[src/rtl/ternary_dmem_arbiter.sv]
// Shares the single-port ternary data memory between the CPU data port and a host/DMA port.
// Optional per-grant statistics are enabled by defining TERNARY_ARB_STATS_EN.
module ternary_dmem_arbiter #(
  parameter int TRIT_WIDTH = 27,
  parameter int ADDR_TRITS = 9,
  parameter int MAX_WAIT   = 8
) (
  input  logic                      clk,
  input  logic                      rst_n,
  input  logic [2*ADDR_TRITS-1:0]   cpu_addr,
  input  logic [2*TRIT_WIDTH-1:0]   cpu_wdata,
  input  logic                      cpu_we,
  input  logic                      cpu_re,
  output logic [2*TRIT_WIDTH-1:0]   cpu_rdata,
  output logic                      cpu_hold,
  input  logic                      host_req,
  input  logic                      host_we,
  input  logic [2*ADDR_TRITS-1:0]   host_addr,
  input  logic [2*TRIT_WIDTH-1:0]   host_wdata,
  output logic                      host_ack,
  output logic [2*TRIT_WIDTH-1:0]   host_rdata,
  output logic [2*ADDR_TRITS-1:0]   mem_addr,
  output logic [2*TRIT_WIDTH-1:0]   mem_wdata,
  output logic                      mem_we,
  output logic                      mem_re,
  input  logic [2*TRIT_WIDTH-1:0]   mem_rdata,
  output logic                      grant_host
`ifdef TERNARY_ARB_STATS_EN
  ,
  output logic [15:0]               stat_grants,
  output logic [15:0]               stat_forces
`endif
);

  localparam logic [1:0] IDLE  = 2'd0;
  localparam logic [1:0] FORCE = 2'd1;
  localparam logic [1:0] ACK   = 2'd2;

  localparam logic [1:0] T_ZERO    = 2'b00;
  localparam logic [7:0] WAIT_LAST = 8'(MAX_WAIT - 1);

  logic [1:0] state, state_nxt;
  logic [7:0] wait_cnt, wait_nxt;
  logic       cpu_active;
  logic       sel_host;

  assign cpu_active = cpu_we | cpu_re;
  assign sel_host   = (state == FORCE) | ((state == IDLE) & host_req & ~cpu_active);
  assign grant_host = sel_host;

  // Decoded from the state register alone so the core sees glitch-free control.
  assign cpu_hold = (state == FORCE);
  assign host_ack = (state == ACK);

  always_comb begin
    if (sel_host) begin
      mem_addr  = host_addr;
      mem_wdata = host_wdata;
      mem_we    = host_we;
      mem_re    = ~host_we;
      cpu_rdata = {TRIT_WIDTH{T_ZERO}};
    end else begin
      mem_addr  = cpu_addr;
      mem_wdata = cpu_wdata;
      mem_we    = cpu_we;
      mem_re    = cpu_re;
      cpu_rdata = mem_rdata;
    end
  end

  // wait_cnt holds at MAX_WAIT-1 on the FORCE transition and is cleared by the grant.
  always_comb begin
    state_nxt = state;
    wait_nxt  = wait_cnt;
    case (state)
      IDLE: begin
        if (sel_host) begin
          wait_nxt  = 8'd0;
          state_nxt = ACK;
        end else if (host_req && cpu_active) begin
          if (wait_cnt == WAIT_LAST) state_nxt = FORCE;
          else                       wait_nxt  = wait_cnt + 8'd1;
        end else if (!host_req) begin
          wait_nxt = 8'd0;
        end
      end
      FORCE: begin
        wait_nxt  = 8'd0;
        state_nxt = ACK;
      end
      ACK:     state_nxt = IDLE;
      default: state_nxt = IDLE;
    endcase
  end

  always_ff @(posedge clk or negedge rst_n) begin
    if (!rst_n) begin
      state      <= IDLE;
      wait_cnt   <= 8'd0;
      host_rdata <= {TRIT_WIDTH{T_ZERO}};
    end else begin
      state    <= state_nxt;
      wait_cnt <= wait_nxt;
      if (sel_host && !host_we) host_rdata <= mem_rdata;
    end
  end

`ifdef TERNARY_ARB_STATS_EN
  always_ff @(posedge clk or negedge rst_n) begin
    if (!rst_n) begin
      stat_grants <= 16'd0;
      stat_forces <= 16'd0;
    end else begin
      if (sel_host && stat_grants != 16'hFFFF) stat_grants <= stat_grants + 16'd1;
      if (state == IDLE && state_nxt == FORCE && stat_forces != 16'hFFFF)
        stat_forces <= stat_forces + 16'd1;
    end
  end
`endif

endmodule

[config.mk]
export PLATFORM = sky130hd
export DESIGN_NAME = ternary_dmem_arbiter
export DESIGN_NICKNAME = d
export VERILOG_FILES = /design/src/rtl/ternary_dmem_arbiter.sv
export SDC_FILE = /design/constraint.sdc
export NUM_CORES = 1
export LEC_CHECK = 0
export CAP_MARGIN = 25
export CORE_AREA = 2 2 151 153
export DETAILED_ROUTE_END_ITERATION = 12
export DIE_AREA = 0 0 153 155
export PLACE_DENSITY = 0.6
export SYNTH_ARGS = -nofsm -noshare
export SYNTH_HDL_FRONTEND = slang
export SYNTH_SLANG_ARGS = --single-unit
export TNS_END_PERCENT = 100
[constraint.sdc]
create_clock -name clk -period 4.6 [get_ports clk]
set_clock_uncertainty 0.05 [all_clocks]
set_input_delay 0.46 -clock clk [delete_from_list [all_inputs] [get_ports clk]]
set_output_delay 0.46 -clock clk [all_outputs]
set_load 0.05 [all_outputs]
==> out/metrics.cfg <==
[global_route]
grt_start_max_net_pins = 40
grt.overflow.total = 0
grt_use_total = 0.138
antenna_found_initial = 0
first_global_vias = 3980
grt_pass1_wl_um = 25000

[layout]
fillCellCount = 2229
layout.nets = 909
layout_commonest_cell = clkdlybuf4s50_1
layoutNonFillerInstCount = 994
syn2layout_area_growth_pct = 112
post-route-util = 0.382
antenna_cells = 0
drive_gt1_frac = 0.217
final_cell_mix = 386 x clkdlybuf4s50_1, 78 x mux2_2, 64 x dfrtp_1

[timing]
rsz0062_at_grt = no
finalSetupTns_ns = 0
fmax_mhz = 261
slew_violations = 0
slew_headroom = 0.517
final_hold_viol_count = 0
min_period_over_period = 0.832
worst_pin_slew_ns = 0.725
fin_ws_ns = 0.774
finalSetupViolations = 0
period_needed_ns = 3.83

[setup_path]
cp.required_ns = 4.09
reg2reg_setup_slack_ns = 1.92
rr_endpoint = host_rdata[28]$_DFFE_PN0P_
path_max_fanout = 34
endpoint = mem_wdata[48]
worst_r2r_startpoint = state[1]$_DFFE_PN0P_
startpoint_type = input pin
worstPathArrival_ns = 3.32
crit_type = in -> out
reg2reg_depth = 5
cp-startpoint = cpu_re
cp-end-kind = primary output

[route]
ant_nets = 0
wirelength_um = 17300
drc = 0
drtIter0Drc = 124
wl_per_cell_um = 17.4
dr.pass1.iters = 4
post_drt_via_cell_ratio = 3.92
vias = 3898

[clocking]
cts_inserted_buffers = 9
cts_root_buf = clkbuf_16
cts-hold-fix-buffers = 0
clk_latency_ns = 0.33
cts_tree = yes
htree_levels = 3
post-cts-setup-buffers = 0
cts.sinks = 64
cts_resized = 0
clk_path_buf_depth = 2
clk_pin_slew_worst_paths_ns = 0.06

[logic_synthesis]
syn-num-nets = 525
synth_top_area_cell = dfrtp_1
yosysSeqAreaShare = 0.400
synth_area_leaders = dfrtp_1 40%, mux2_2 22%, mux2_4 18%
synth_top_area_frac = 0.400
syn_area_um2 = 4000
syn_area_per_cell_um2 = 12.5
yosysWarnings = 0
yosysUniqueCellTypes = 30
ys_ff_latch = 64
synthCells = 320

[die]
fp.dieH_um = 155
die_w_um = 153
core_area_um2 = 22200
ios = 389
die_area_um2 = 23700
start_util = 0.180
row_count = 55

[power_and_ir_drop]
switchingPower_mw = 1.24
powerDensity_nw_per_um2 = 357
p_seq_frac = 0.246
switching_share = 0.411
internal_power_mw = 1.78
power_frac_clock = 0.230
combPwrFrac = 0.524
ir_drop_mv = 0.147
p_leak_nw = 3.47

[status]
outcome = complete, no violations

[place]
dp_hpwl_um = 14300
gp_congestion = 0.801
io_buffer_count = 388
place_inst = 978
place_ws_ns = 0.760

[flow_run]
max-cap-violations = 0

[hold_path]
hold_path.class = in -> async

==> registers in the layout (all words and copies together), names as in the netlist <==
register and count:
wait_cnt 8, host_rdata 54, state 2
==> cell usage after synthesis <==
| cell | number |
|---|---|
| or3b_1 | 1 |
| mux2_4 | 49 |
| ha_1 | 1 |
| a21oi_1 | 5 |
| nand3_1 | 4 |
| nand2b_1 | 1 |
| buf_6 | 5 |
| mux2_2 | 78 |
| o211a_1 | 1 |
| or3_1 | 1 |
| a21oi_2 | 1 |
| o31ai_1 | 2 |
| nor3_1 | 4 |
| o22ai_1 | 1 |
| dfrtp_1 | 64 |
| or2_2 | 1 |
| buf_4 | 7 |
| o211ai_1 | 2 |
| mux2i_1 | 2 |
| buf_1 | 1 |
| buf_2 | 3 |
| nand2_1 | 9 |
| clkbuf_1 | 5 |
| or4_1 | 1 |
| o21ai_0 | 4 |
| nor2_1 | 5 |
| inv_1 | 4 |
| a31oi_1 | 2 |
| nor2b_1 | 54 |
| and2_1 | 2 |
==> cell type report <==
class | count | area [um2] | area share
Tap cell | 285 | 357 | 0.0420
Clock buffer | 10 | 239 | 0.0281
Clock inverter | 6 | 68.8 | 0.00810
Sequential cell | 64 | 1600 | 0.189
Inverter | 4 | 15.0 | 0.00177
Timing Repair Buffer | 394 | 3960 | 0.466
Multi-Input combinational cell | 231 | 2250 | 0.265
==> power by group through the flow <==
stage | sequential [mW] | clock (mW) | combinational, mW
3_3_place_gp | 0.750 | 0 | 1.60
5_1_grt | 0.761 | 0.753 | 1.64
6_report | 0.744 | 0.697 | 1.59
3_5_place_dp | 0.752 | 0 | 1.60
2_1_floorplan | 1.15 | 0 | 0.558
4_1_cts | 0.745 | 0.728 | 1.60
==> critical path, stage by stage <==
cell,delay (ns)
clkdlybuf4s50_1,0.46
or3b_1,0.46
a21oi_4,0.51
buf_12,0.28
mux2_2,0.41
clkdlybuf4s50_1,0.71
==> stage by stage <==
| stage | hold WS [ns] | total power, mW | instance area, um2 |
|---|---|---|---|
| after global routing | 0.188 | 3.16 | 8490 |
| after detailed placement | 0.440 | 2.35 | 8180 |
| after floorplan | 0.114 | 1.71 | 4000 |
| final | 0.117 | 3.03 | 8490 |
| after global placement | 0.440 | 2.35 | 8180 |
| after CTS | 0.160 | 3.07 | 8490 |
==> worst min path at each step <==
| stage | depth (start not counted) | end | from |
|---|---|---|---|
| 2_1_floorplan | 0 | host_rdata[0]$_DFFE_PN0P_ | rst_n |
| 3_3_place_gp | 1 | host_rdata[50]$_DFFE_PN0P_ | host_rdata[50]$_DFFE_PN0P_ |
| 6_report | 1 | host_rdata[29]$_DFFE_PN0P_ | rst_n |
| 3_5_place_dp | 1 | host_rdata[48]$_DFFE_PN0P_ | host_rdata[48]$_DFFE_PN0P_ |
| 4_1_cts | 1 | host_rdata[29]$_DFFE_PN0P_ | rst_n |
| 5_1_grt | 1 | host_rdata[29]$_DFFE_PN0P_ | rst_n |
==> per-layer routing <==
metal | part of all wire | up-vias | track usage
li1 | - | 1895 | -
met3 | 0.062 | 11 | 0.0320
met5 | 0 | - | 0
met2 | 0.46 | 172 | 0.212
met4 | 0.011 | 0 | 0.0397
met1 | 0.46 | 1820 | 0.194
==> cells by family after synthesis <==
logic type	share of synthesized area
mux	0.409
compound gates	0.0281
flops	0.400
simple gates	0.119
fa+ha+maj	0.00313
buf+inv	0.0403
(Power assumes the default switching activity.)
